File: src/rtl/multicycle_control.sv
// Multi-cycle control FSM for the 16-bit CPU.
// Walks each instruction through FETCH/DECODE/EXEC/MEM/WB and waits on the
// memory ready handshake. Datapath strobes are decoded from the registered
// state and latched opcode. Illegal opcodes and memory timeouts park the
// machine in a sticky HALT state that only rst_n can leave.
module multicycle_control #(
   parameter int OPCODE_W    = 3,
   parameter int ALUOP_W     = 2,
   parameter int MEM_TIMEOUT = 15,
   parameter int TMO_W       = 4
) (
   input  logic                clk,
   input  logic                rst_n,
   input  logic [OPCODE_W-1:0] opcode,
   input  logic                mem_ready,
   input  logic                zero,
   output logic                ir_write,
   output logic                pc_write,
   output logic                jump,
   output logic                branch,
   output logic                mem_req,
   output logic                memwrite,
   output logic                regwrite,
   output logic                memtoreg,
   output logic                reg_dest,
   output logic                alu_src_b,
   output logic [ALUOP_W-1:0]  aluop,
   output logic                illegal,
   output logic                bus_err,
   output logic [2:0]          state
);

   typedef enum logic [2:0] {
      S_IDLE   = 3'd0,
      S_FETCH  = 3'd1,
      S_DECODE = 3'd2,
      S_EXEC   = 3'd3,
      S_MEM    = 3'd4,
      S_WB     = 3'd5,
      S_HALT   = 3'd6
   } state_t;

   localparam logic [OPCODE_W-1:0] OP_R    = OPCODE_W'(0);
   localparam logic [OPCODE_W-1:0] OP_IMM1 = OPCODE_W'(1);
   localparam logic [OPCODE_W-1:0] OP_IMM2 = OPCODE_W'(2);
   localparam logic [OPCODE_W-1:0] OP_ST   = OPCODE_W'(3);
   localparam logic [OPCODE_W-1:0] OP_LD   = OPCODE_W'(4);
   localparam logic [OPCODE_W-1:0] OP_JMP  = OPCODE_W'(5);
   localparam logic [OPCODE_W-1:0] OP_BEQ  = OPCODE_W'(6);

   localparam logic [ALUOP_W-1:0] ALU_FUNCT = ALUOP_W'(0);
   localparam logic [ALUOP_W-1:0] ALU_ADD   = ALUOP_W'(1);
   localparam logic [ALUOP_W-1:0] ALU_SUB   = ALUOP_W'(2);

   // Last waiting-cycle count before the limit is reached; the wait that
   // would bring the count to MEM_TIMEOUT is the one that times out.
   localparam logic [TMO_W-1:0] TMO_LAST = TMO_W'(MEM_TIMEOUT - 1);

   state_t                state_reg, state_next;
   logic [OPCODE_W-1:0]   op_reg, op_next;
   logic [TMO_W-1:0]      tmo_reg, tmo_next;
   logic                  illegal_reg, illegal_next;
   logic                  bus_err_reg, bus_err_next;
   logic                  opcode_illegal;
   logic                  timeout_hit;

   // Any opcode at or above 7 (zero-extended) has no defined behaviour.
   assign opcode_illegal = (32'(opcode) >= 32'd7);

   // A waiting cycle without mem_ready that exhausts the budget.
   assign timeout_hit = (MEM_TIMEOUT != 0) && !mem_ready && (tmo_reg == TMO_LAST);

   assign state   = state_reg;
   assign illegal = illegal_reg;
   assign bus_err = bus_err_reg;

   // State, latched opcode, wait counter and sticky error flags.
   always_ff @(posedge clk or negedge rst_n) begin
      if (!rst_n) begin
         state_reg   <= S_IDLE;
         op_reg      <= '0;
         tmo_reg     <= '0;
         illegal_reg <= 1'b0;
         bus_err_reg <= 1'b0;
      end else begin
         state_reg   <= state_next;
         op_reg      <= op_next;
         tmo_reg     <= tmo_next;
         illegal_reg <= illegal_next;
         bus_err_reg <= bus_err_next;
      end
   end

   // Next-state sequencing and per-state datapath strobes.
   always_comb begin
      state_next   = state_reg;
      op_next      = op_reg;
      tmo_next     = '0;
      illegal_next = illegal_reg;
      bus_err_next = bus_err_reg;
      ir_write     = 1'b0;
      pc_write     = 1'b0;
      jump         = 1'b0;
      branch       = 1'b0;
      mem_req      = 1'b0;
      memwrite     = 1'b0;
      regwrite     = 1'b0;
      memtoreg     = 1'b0;
      reg_dest     = 1'b0;
      alu_src_b    = 1'b0;
      aluop        = ALU_FUNCT;

      case (state_reg)
         S_IDLE: begin
            state_next = S_FETCH;
         end

         S_FETCH: begin
            mem_req = 1'b1;
            aluop   = ALU_ADD;
            if (mem_ready) begin
               // IR load and PC+2 happen on the completing cycle.
               ir_write   = 1'b1;
               pc_write   = 1'b1;
               state_next = S_DECODE;
            end else if (timeout_hit) begin
               state_next   = S_HALT;
               bus_err_next = 1'b1;
            end else begin
               tmo_next = tmo_reg + TMO_W'(1);
            end
         end

         S_DECODE: begin
            op_next = opcode;
            if (opcode_illegal) begin
               state_next   = S_HALT;
               illegal_next = 1'b1;
            end else begin
               state_next = S_EXEC;
            end
         end

         S_EXEC: begin
            case (op_reg)
               OP_R: begin
                  aluop      = ALU_FUNCT;
                  state_next = S_WB;
               end
               OP_IMM1, OP_IMM2: begin
                  aluop      = ALU_ADD;
                  alu_src_b  = 1'b1;
                  reg_dest   = 1'b1;
                  state_next = S_WB;
               end
               OP_ST, OP_LD: begin
                  aluop      = ALU_ADD;
                  alu_src_b  = 1'b1;
                  state_next = S_MEM;
               end
               OP_JMP: begin
                  jump       = 1'b1;
                  pc_write   = 1'b1;
                  state_next = S_FETCH;
               end
               OP_BEQ: begin
                  aluop      = ALU_SUB;
                  branch     = 1'b1;
                  pc_write   = zero;
                  state_next = S_FETCH;
               end
               default: begin
                  // Unreachable: DECODE never lets an illegal code through.
                  state_next   = S_HALT;
                  illegal_next = 1'b1;
               end
            endcase
         end

         S_MEM: begin
            mem_req  = 1'b1;
            memwrite = (op_reg == OP_ST);
            if (mem_ready) begin
               state_next = (op_reg == OP_LD) ? S_WB : S_FETCH;
            end else if (timeout_hit) begin
               state_next   = S_HALT;
               bus_err_next = 1'b1;
            end else begin
               tmo_next = tmo_reg + TMO_W'(1);
            end
         end

         S_WB: begin
            regwrite   = 1'b1;
            reg_dest   = (op_reg != OP_R);
            memtoreg   = (op_reg == OP_LD);
            state_next = S_FETCH;
         end

         S_HALT: begin
            state_next = S_HALT;
         end

         default: begin
            state_next = S_IDLE;
         end
      endcase
   end

endmodule

File: config.mk
export PLATFORM = sky130hd
export DESIGN_NAME = multicycle_control
export DESIGN_NICKNAME = d
export VERILOG_FILES = /design/src/rtl/multicycle_control.sv
export SDC_FILE = /design/constraint.sdc
export NUM_CORES = 1
export LEC_CHECK = 0
export CORE_MARGIN = 8
export CORE_UTILIZATION = 44
export CTS_CLUSTER_DIAMETER = 150
export DETAILED_ROUTE_END_ITERATION = 6
export PLACE_DENSITY = 0.81
export SYNTH_ARGS = -nofsm -noshare
export SYNTH_HDL_FRONTEND = slang
export SYNTH_SLANG_ARGS = --single-unit
File: constraint.sdc
create_clock -name clk -period 1.9 [get_ports clk]
set_clock_uncertainty 0.2 [all_clocks]
set_input_delay 0.285 -clock clk [delete_from_list [all_inputs] [get_ports clk]]
set_output_delay 0.285 -clock clk [all_outputs]
set_load 0.005 [all_outputs]
==> out/qor.yml, run 1 <==
routing:
  drtAntennaViolNets: 0
  vias: 871
  finalWirelength_um: 2640
  drt_iter0_markers: 18
  wire_per_inst_um: 17.3
  drtPass1Iterations: 4
  viasPerCell: 5.69
  drc: 0
synth:
  ys_types: 31
  syn_area_um2: 759
  ys_top_cells_by_area: "dfrtp_1, nor2_1, nand2_1"
  yosysSeqAreaShare_pct: 39.5
  yosys.area.top_type: "dfrtp_1"
  yosysWarnings: 0
  syn_area_per_cell_um2: 8.83
  synthCells: 86
  synth_fp_nets: 95
  synth_top_area_share_pct: 39.5
  synth-seq-cells: 12
setup_path:
  reg2reg_to: "state[0]"
  crit_arrival_ns: 1.52
  rr_worst_depth: 7
  cp_slowest_stage_delay_ns: 0.55
  cp_num_buf_inv: 2
  timing.rr.start: "state[0]"
  rrSetupSlack_ns: 0.06
  critical_path_class: "flop to primary output"
  worst_setup_path_start_kind: "flop"
  endpoint_kind: "primary output"
  cp.required_ns: 1.41
  cp_top_family: "simple AND/OR/NAND/NOR gates"
  path_max_fanout: 4
  path_cells: "inv_2 > or4_4 > nor2b_1 > buf_2"
  critPathSlowestCell: "or4_4"
timing:
  period_needed_ns: 2.00
  finalSetupTns_ns: -0.342
  rsz0062_at_grt: "yes"
  worst_pin_slew_ns: 0.537
  finalSetupViolations: 5
  post-route-period-util_pct: 105
  slew_violations: 0
  slew_headroom_pct: 64.1
  hold_viol: 0
  hold-worst-slack_ns: 0.170
  fin_ws_ns: -0.100
  fmax_mhz: 500
global_routing:
  grt_max_degree: 13
  antenna_found_initial: 0
  grt_first_pass_wirelength_um: 4010
  grt.overflow.total: 0
  track_usage_pct: 14.8
  grt_pass1_vias: 886
die:
  initial_utilization_pct: 45.5
  ioPinCount: 24
  core-area_um2: 1670
  fp.dieH_um: 57.5
  num_rows: 15
  dieWidth_um: 57.5
  dieArea_um2: 3310
run_status:
  failed_checks: "setup timing"
  status: "finished with violations"
clock_network:
  cts.sinks: 12
  clkLatencyLatePin_ns: 0.26
  clock_path_buffers: 2
  cts_tree: "yes"
  cts-root-buf: "clkbuf_4"
  htree_num_levels: 1
  clk_pin_slew_ns: 0.07
  cts_made_buffers: 3
layout:
  drive_gt1_share_pct: 43.4
  largest_reg_flops: 4
  finish.net_count: 147
  antenna_cells: 0
  nFillCells: 114
  final_cells: 153
  area_growth_pct: 61.9
placed_design:
  post-place-cells: 142
  dpl.hpwl_um: 1870
  place_congestion: 0.860
  portBuffers: 23
hold_path:
  min_path_type: "input pin to asynchronous set/reset pin"
pwr:
  ir_worst_vdd_mv: 1.07
  power.density_nw_per_um2: 1610
  p_leak_nw: 0.601
run:
  drv_cap: 0
## repair_timing
item / CTS / global route
pin swaps: 6 / 3
resized for setup: 44 / 14
buffers inserted: 7 / 1
hold buffers: 0 / 0
setup endpoints to repair: 12 / 10
cloned: 0 / 0
## final cells by class
cell class | count | area [um^2] | area share, %
multi-input combinational | 64 | 465 | 37.8
timing repair buffer | 51 | 398 | 32.3
sequential | 12 | 300 | 24.4
clock buffer | 3 | 22.5 | 1.83
inverter | 6 | 22.5 | 1.83
tap | 17 | 21.3 | 1.73
## cells in the mapped netlist, drive strengths merged
library cell / n
clkbuf: 1
nor2: 8
a31oi: 4
buf: 3
nand2b: 3
a22oi: 1
mux2: 2
o221ai: 1
nor4: 2
o21bai: 1
or4: 1
dfrtp: 12
nor3: 2
a21oi: 5
nor2b: 4
nand3: 2
o32a: 1
xnor2: 2
o21ai: 3
a211o: 2
o211ai: 2
nand4b: 1
nand2: 7
a211oi: 2
inv: 6
ha: 2
o22ai: 2
and3: 4
## logic make-up (layout without fill, tap and decap cells)
logic type / after synthesis / after routing / share of synthesized area [%]
simple gates: 34 / 34 / 24.4
xor+xnor: 2 / 2 / 2.31
mux: 2 / 2 / 2.97
buf+inv: 10 / 60 / 5.77
flops: 12 / 12 / 39.5
fa+ha+maj: 2 / 2 / 3.29
compound gates: 24 / 24 / 21.7
## report_power, final
part           internal [W]  switching [W]  leakage, nW  total [W]
clock             0.0000731      0.0000755       0.0138   0.000149
sequential         0.000345      0.0000690        0.151   0.000414
combinational      0.000743       0.000671        0.436    0.00141
total               0.00116       0.000816        0.601    0.00198
## worst max-delay path by stage
stage                     cells past startpoint  slack, ns  endpoint  startpoint
after detailed placement                      4      -0.20    branch   op_reg[2]
after global placement                        3      -0.15    branch    state[2]
after global routing                          4      -0.13    branch   op_reg[2]
after CTS                                     3      -0.08      jump    state[2]
final                                         4      -0.10      jump   op_reg[2]
after floorplan                               4      0.007  aluop[1]    state[2]
## metrics by stage
stage	power, W	utilization (%)	worst slack (ns)	cell area [um^2]
finish	0.00198	73.6	-0.100	1230
global placement	0.00156	68.2	-0.150	1140
detailed placement	0.00162	68.2	-0.199	1140
floorplan	0.000958	-	0.00680	759
CTS	0.00185	71.5	-0.0842	1190
global route	0.00211	73.6	-0.133	1230
## cell usage in the layout (no fill, tap or decap), drive strengths merged, types with 2 or more instances in the layout
cell type      synthesis  layout
o211ai                 2       2
clkbuf                 1       4
nor2b                  4       4
nand3                  2       2
dlygate4sd2            0       2
nor4                   2       2
nand2b                 3       3
ha                     2       2
mux2                   2       2
a211oi                 2       2
a21oi                  5       5
buf                    3      37
o21ai                  3       3
and3                   4       4
clkdlybuf4s50          0      10
a31oi                  4       4
nor3                   2       2
dfrtp                 12      12
a211o                  2       2
o22ai                  2       2
nand2                  7       7
nor2                   8       8
inv                    6       6
xnor2                  2       2
## per-layer routing
metal,GRT usage [%],part of all wire (%),vias up,routed length [um]
met5,0,0,-,0
met4,4.64,0,0,0
met1,17.1,41,416,1070
met2,26.0,52,41,1370
li1,-,-,414,-
met3,3.59,7.4,0,196
Note: power is estimated with default switching activity, not from simulation.
==> run 2: changes to the inputs <==
- GPL_ROUTABILITY_DRIVEN: default -> 0
==> results of run 2 <==
No change in the layout: final DEF, timing and power equal those of run 1.
